===== src/rtl/mem_pkg.sv =====
// Shared types and limits for the data memory responder and its storage array.
package mem_pkg;

    typedef enum logic [1:0] {IDLE, BUSY, RESP} mem_state_t;

    localparam int MAX_LATENCY = 15;

endpackage


===== src/rtl/data_mem_responder_if.sv =====
// Datapath load/store bus between a requester (master) and the memory responder (slave).
interface data_mem_if #(
    parameter int NBITS = 8
);
    logic [NBITS-1:2] Address;
    logic [NBITS-1:0] WriteData;
    logic             MemRead;
    logic             MemWrite;
    logic [NBITS-1:0] ReadData;
    logic             Ready;
    logic             Error;
    logic             Busy;

    modport master (
        output Address, WriteData, MemRead, MemWrite,
        input  ReadData, Ready, Error, Busy
    );

    modport slave (
        input  Address, WriteData, MemRead, MemWrite,
        output ReadData, Ready, Error, Busy
    );
endinterface


===== src/rtl/data_mem_array.sv =====
// Word storage with synchronous write, registered read and synchronous clear.
// The caller only asserts we/re for in-range addresses.
module data_mem_array #(
    parameter int NBITS  = 8,
    parameter int NWORDS = 64,
    parameter int AW     = 6
) (
    input  logic             clock,
    input  logic             reset,
    input  logic             we,
    input  logic             re,
    input  logic [AW-1:0]    addr,
    input  logic [NBITS-1:0] wdata,
    output logic [NBITS-1:0] rdata
);
    logic [NBITS-1:0] mem [NWORDS];
    logic [NBITS-1:0] rdata_q;

    always_ff @(posedge clock) begin
        if (reset) begin
            for (int i = 0; i < NWORDS; i++) begin
                mem[i] <= '0;
            end
            rdata_q <= '0;
        end else begin
            if (we) begin
                mem[addr] <= wdata;
            end
            if (re) begin
                rdata_q <= mem[addr];
            end
        end
    end

    assign rdata = rdata_q;

endmodule


===== src/rtl/data_mem_responder.sv =====
// Fixed-latency word memory on the datapath load/store bus: capture one request,
// wait LATENCY edges, perform the access and raise Ready for one cycle.
module data_mem_responder #(
    parameter int NBITS   = 8,
    parameter int NWORDS  = 2**(NBITS-2),
    parameter int LATENCY = 2
) (
    input logic       clock,
    input logic       reset,
    data_mem_if.slave bus
);
    import mem_pkg::*;

    localparam int AW  = NBITS - 2;
    // Out-of-range latency values saturate to the supported window.
    localparam int LAT = (LATENCY < 1) ? 1 : ((LATENCY > MAX_LATENCY) ? MAX_LATENCY : LATENCY);
    localparam int CW  = $clog2(LAT + 1);
    localparam logic [CW-1:0] CNT_LOAD = CW'(LAT - 1);
    localparam logic [AW:0]   NWORDS_W = (AW + 1)'(NWORDS);

    mem_state_t       state_q, state_d;
    logic [CW-1:0]    cnt_q, cnt_d;
    logic [AW-1:0]    addr_q, addr_d;
    logic [NBITS-1:0] wdata_q, wdata_d;
    logic             write_q, write_d;
    logic             err_q, err_d;
    logic             rd_valid_q, rd_valid_d;
    logic             ready_q, busy_q;

    logic             in_range;
    logic             arr_we, arr_re;
    logic [NBITS-1:0] arr_rdata;

    assign in_range = ({1'b0, addr_q} < NWORDS_W);

    always_comb begin
        state_d    = state_q;
        cnt_d      = cnt_q;
        addr_d     = addr_q;
        wdata_d    = wdata_q;
        write_d    = write_q;
        err_d      = err_q;
        rd_valid_d = rd_valid_q;
        arr_we     = 1'b0;
        arr_re     = 1'b0;
        case (state_q)
            IDLE: begin
                if (bus.MemRead || bus.MemWrite) begin
                    addr_d  = bus.Address;
                    wdata_d = bus.WriteData;
                    write_d = bus.MemWrite;
                    cnt_d   = CNT_LOAD;
                    state_d = BUSY;
                end
            end
            BUSY: begin
                if (cnt_q == '0) begin
                    // The access happens on the edge that enters RESP.
                    arr_we     = write_q && in_range;
                    arr_re     = !write_q && in_range;
                    err_d      = !in_range;
                    rd_valid_d = !write_q && in_range;
                    state_d    = RESP;
                end else begin
                    cnt_d = cnt_q - 1'b1;
                end
            end
            RESP: begin
                state_d = IDLE;
            end
            default: begin
                state_d = IDLE;
            end
        endcase
    end

    always_ff @(posedge clock) begin
        if (reset) begin
            state_q    <= IDLE;
            cnt_q      <= '0;
            addr_q     <= '0;
            wdata_q    <= '0;
            write_q    <= 1'b0;
            err_q      <= 1'b0;
            rd_valid_q <= 1'b0;
            ready_q    <= 1'b0;
            busy_q     <= 1'b0;
        end else begin
            state_q    <= state_d;
            cnt_q      <= cnt_d;
            addr_q     <= addr_d;
            wdata_q    <= wdata_d;
            write_q    <= write_d;
            err_q      <= err_d;
            rd_valid_q <= rd_valid_d;
            ready_q    <= (state_d == RESP);
            busy_q     <= (state_d != IDLE);
        end
    end

    data_mem_array #(
        .NBITS  (NBITS),
        .NWORDS (NWORDS),
        .AW     (AW)
    ) u_array (
        .clock (clock),
        .reset (reset),
        .we    (arr_we),
        .re    (arr_re),
        .addr  (addr_q),
        .wdata (wdata_q),
        .rdata (arr_rdata)
    );

    // Writes and out-of-range accesses report zero; the value holds until the next response.
    assign bus.ReadData = rd_valid_q ? arr_rdata : '0;
    assign bus.Ready    = ready_q;
    assign bus.Busy     = busy_q;
    assign bus.Error    = err_q;

endmodule


===== src/flat_wrapper.sv =====
// flat-port wrapper written by rule: the top's interface ports become plain ports
module data_mem_responder_flat import mem_pkg::*;
#(
    parameter int NBITS   = 8,
    parameter int NWORDS  = 2**(NBITS-2),
    parameter int LATENCY = 2
)
  (clock, reset, bus_Address, bus_WriteData, bus_MemRead, bus_MemWrite, bus_ReadData, bus_Ready, bus_Error, bus_Busy);
  data_mem_if #(.NBITS(NBITS)) bus_i ();
  input logic clock;
  input logic reset;
  input wire logic [$bits(bus_i.Address)-1:0] bus_Address;
  input wire logic [$bits(bus_i.WriteData)-1:0] bus_WriteData;
  input wire logic [$bits(bus_i.MemRead)-1:0] bus_MemRead;
  input wire logic [$bits(bus_i.MemWrite)-1:0] bus_MemWrite;
  output wire logic [$bits(bus_i.ReadData)-1:0] bus_ReadData;
  output wire logic [$bits(bus_i.Ready)-1:0] bus_Ready;
  output wire logic [$bits(bus_i.Error)-1:0] bus_Error;
  output wire logic [$bits(bus_i.Busy)-1:0] bus_Busy;
  assign bus_i.Address = bus_Address;
  assign bus_i.WriteData = bus_WriteData;
  assign bus_i.MemRead = bus_MemRead;
  assign bus_i.MemWrite = bus_MemWrite;
  assign bus_ReadData = bus_i.ReadData;
  assign bus_Ready = bus_i.Ready;
  assign bus_Error = bus_i.Error;
  assign bus_Busy = bus_i.Busy;
  data_mem_responder #(.NBITS(NBITS), .NWORDS(NWORDS), .LATENCY(LATENCY)) u_core (.clock(clock), .reset(reset), .bus(bus_i));
endmodule

===== config.mk =====
export PLATFORM = sky130hd
export DESIGN_NAME = data_mem_responder_flat
export DESIGN_NICKNAME = d
export VERILOG_FILES = /design/src/rtl/mem_pkg.sv /design/src/rtl/data_mem_responder_if.sv /design/src/rtl/data_mem_array.sv /design/src/rtl/data_mem_responder.sv /design/src/flat_wrapper.sv
export SDC_FILE = /design/constraint.sdc
export NUM_CORES = 1
export LEC_CHECK = 0
export BUFFER_PORTS_ARGS = -buffer_cell sky130_fd_sc_hd__buf_2
export CAP_MARGIN = 20
export CORE_MARGIN = 2
export CORE_UTILIZATION = 40
export CTS_CLUSTER_DIAMETER = 120
export DETAILED_ROUTE_END_ITERATION = 8
export PLACE_DENSITY = 0.58
export SYNTH_ARGS = -nofsm -noshare
export SYNTH_HDL_FRONTEND = slang
export SYNTH_SLANG_ARGS = --single-unit

===== constraint.sdc =====
create_clock -name clock -period 4.48 [get_ports clock]
set_input_delay 0.896 -clock clock [delete_from_list [all_inputs] [get_ports clock]]
set_output_delay 0.896 -clock clock [all_outputs]
set_load 0.01 [all_outputs]

==> impl_results.md <==
* Arrival time worst endpoint at 3670 ps
* Fillers at 5699
* Syn Nets at 1960
* Nets@finish at 1922
* Detail Placement HPWL at 44400 um
* Post-place setup slack at 1050 ps
* Via density at 5.74
* Worst-Skew Late Latency at 630 ps
* Synthesized area per cell at 13.1 sq um
* Total wire length at 75200 um
* GRT busiest layer: met2
* Gate Count Post-Synth at 1940
* Max Buffers Root-to-Sink at 3
* 1st-pass router iterations at 6
* Distinct cells, synth at 67
* Setup CP Type: flip-flop to flip-flop
* Critical Path Source Type: flip-flop
* Peak Freq at 298 MHz
* CP endpoint kind: flip-flop
* Cts bufs inserted at 58
* Slew HR at 26.7%
* Crit-path max FO at 9
* Post-synth top flop: edfxtp_1
* Die height at 256 um
* Die Width at 256 um
* H-tree levels at 2
* Post-CTS resize count at 0
* Area delta synth->final at 10.0%
* Gpl congestion at 0.878
* Post-route setup TNS at 0 ps
* Synth top area share at 60.4%
* Post-synth EDFFs at 512
* Drt drc at 0
* Max_cap viols at 0
* GR met2 Demand/Resource at 35.8%
* Fin crit period at 3350 ps
* Root Driver: clkbuf_16
* Req. time, crit path at 4790 ps
* DIE AREA at 65700 sq um
* Global route overflow at 0
* Sequential area share after synthesis at 62.7%
* Initial DRC Count at 1705
* Post-CTS setup repair buffer count at 0
* Number of top-level pins at 29
* Core box area at 63000 sq um
* Worst slew pin tran at 1100 ps
* Final setup margin at 1130 ps
* Maximum VDD drop at 0.303 mV
* Total GRT Usage at 22.5%
* First-pass GRT wire length at 109000 um
* Vias at 16000
* Antenna viol nets, final at 0
* Largest cells by area after synthesis: edfxtp_1, and2_1, mux4_2
* Pwr per Cell Area at 414 nW/um^2
* Port Buf Inserts at 27
* Vias in the first global route at 15700
* Endpoints failing setup at 0
* Leakage at 10.1 nW
* CTS tree: done
* Final Cycle Share at 74.9%
* Yosys top cell by area: edfxtp_1
* Share of layout cells above drive strength 1 at 15.8%
* Slew Limit Fails at 0
* WL/cell at 26.9 um
* Worst Hold Class: flip-flop to flip-flop
* Clock Sink Count at 542
* RSZ-0062 raised after global routing: false
* Skew final at 18.3 ps
* Starting Density at 40.4%
* Synth Warn # at 0
* Ys async rst share at 0%
* Clk pin slew, worst setup/hold paths at 60 ps
* CTS Hold Bufs at 0
* GRT met3 Usage at 4.21%
* Largest net degree at the start of global routing at 96
* Rows at 92
* Hold Fails Final Rpt at 0
* Seq cells post-synth at 542
* Post-Synthesis Cell Area at 25500 sq um
* Status: completed
* M1 GR Usage at 31.5%
* Initial antenna violation count at 1
final timing paths:
path / from / to / slack, ps / depth (start not counted)
worst max-delay path: u_core.cnt_q[0]$_SDFFE_PP0P_ / u_core.u_array.mem[51][5]$_SDFFCE_PN0P_ / 1130 / 7
worst min-delay path: u_core.cnt_q[0]$_SDFFE_PP0P_ / u_core.cnt_q[0]$_SDFFE_PP0P_ / 480 / 1
worst max register to register: u_core.cnt_q[0]$_SDFFE_PP0P_ / u_core.u_array.mem[51][5]$_SDFFCE_PN0P_ / 1130 / 7
worst min register to register: u_core.cnt_q[0]$_SDFFE_PP0P_ / u_core.cnt_q[0]$_SDFFE_PP0P_ / 480 / 1
cell usage after synthesis (34+ instances only):
| cell | n |
|---|---|
| and3_1 | 72 |
| or2_2 | 57 |
| edfxtp_1 | 512 |
| nor2_1 | 80 |
| a21oi_1 | 52 |
| mux2i_1 | 76 |
| mux2_2 | 38 |
| a22oi_1 | 43 |
| clkbuf_1 | 102 |
| and2_1 | 466 |
| mux4_2 | 34 |
| nand2_1 | 64 |
layer usage:
metal / up-vias / wire, um / share of wire, %
met5: - / 9 / 0.012
met4: 2 / 1870 / 2.5
met3: 118 / 6270 / 8.3
met2: 701 / 35000 / 47
met1: 8170 / 32100 / 43
li1: 7051 / - / -
layout make-up:
type,instances,area [sq um],share of cell area (%)
inverters,5,18.8,0.0670
clock buffers,75,1570,5.59
flip-flops and latches,542,16000,57.2
multi-input cells,1230,8690,31.0
repair buffers,65,444,1.59
well taps,846,1060,3.78
clock inverters,33,225,0.804
diodes,1,2.50,0.00893
metrics by stage:
stage          util, %  cell area (sq um)  hold WS (ps)  total power, mW  instances
2_1_floorplan        -              25500           443             6.60       1940
3_3_place_gp      41.6              26200           464             7.06       2687
3_5_place_dp      41.7              26200           474             7.06       2688
4_1_cts           44.5              28000           455             11.6       2796
5_1_grt           44.5              28000           490             11.9       2796
6_report          44.5              28000           479             11.6       2797
cell usage in the layout, fill, tap and decap left out, types with 13 or more instances in the layout:
cell type / n
clkbuf_16: 59
mux2_2: 38
clkbuf_1: 13
clkinv_2: 15
buf_4: 36
nand3b_1: 23
o22ai_1: 20
a22oi_1: 43
a221oi_1: 30
nand3_1: 16
a21oi_1: 52
and2_1: 466
buf_2: 26
edfxtp_1: 512
dfxtp_1: 19
or2_2: 57
nand2_1: 64
and3_1: 72
nor2_1: 80
mux4_2: 34
mux2i_1: 76
worst max-delay path, cell delays in order (launching register included):
cell and delay [ps]:
dfxtp_1 320, inv_1 90, ha_1 160, nand4b_1 380, nor3_1 390, nand2_1 740
nor2_1 640, or2_2 310
cell families after synthesis:
group,Yosys count,synth area share (%)
flops,542,62.7
simple gates,839,19.5
buf+inv,168,3.18
fa+ha+maj,2,0.0983
other cells,1,0.0147
mux,148,7.68
compound gates,240,6.77
power breakdown:
| group | leakage, nW | switching (mW) | internal (mW) |
|---|---|---|---|
| combinational | 3.68 | 0.637 | 0.334 |
| clock | 0.889 | 2.03 | 2.58 |
| sequential | 5.54 | 0.294 | 5.71 |
flip-flops by register name, indices dropped and copies added, names as in the netlist:
name and count:
u_core.u_array.mem 512, u_core.cnt_q 2, u_core.rd_valid_q 1, u_core.bus.Busy 1, u_core.write_q 1, u_core.addr_q 6
u_core.state_q 2, u_core.bus.Ready 1, u_core.u_array.rdata 8, u_core.wdata_q 8
(Power assumes the default switching activity.)
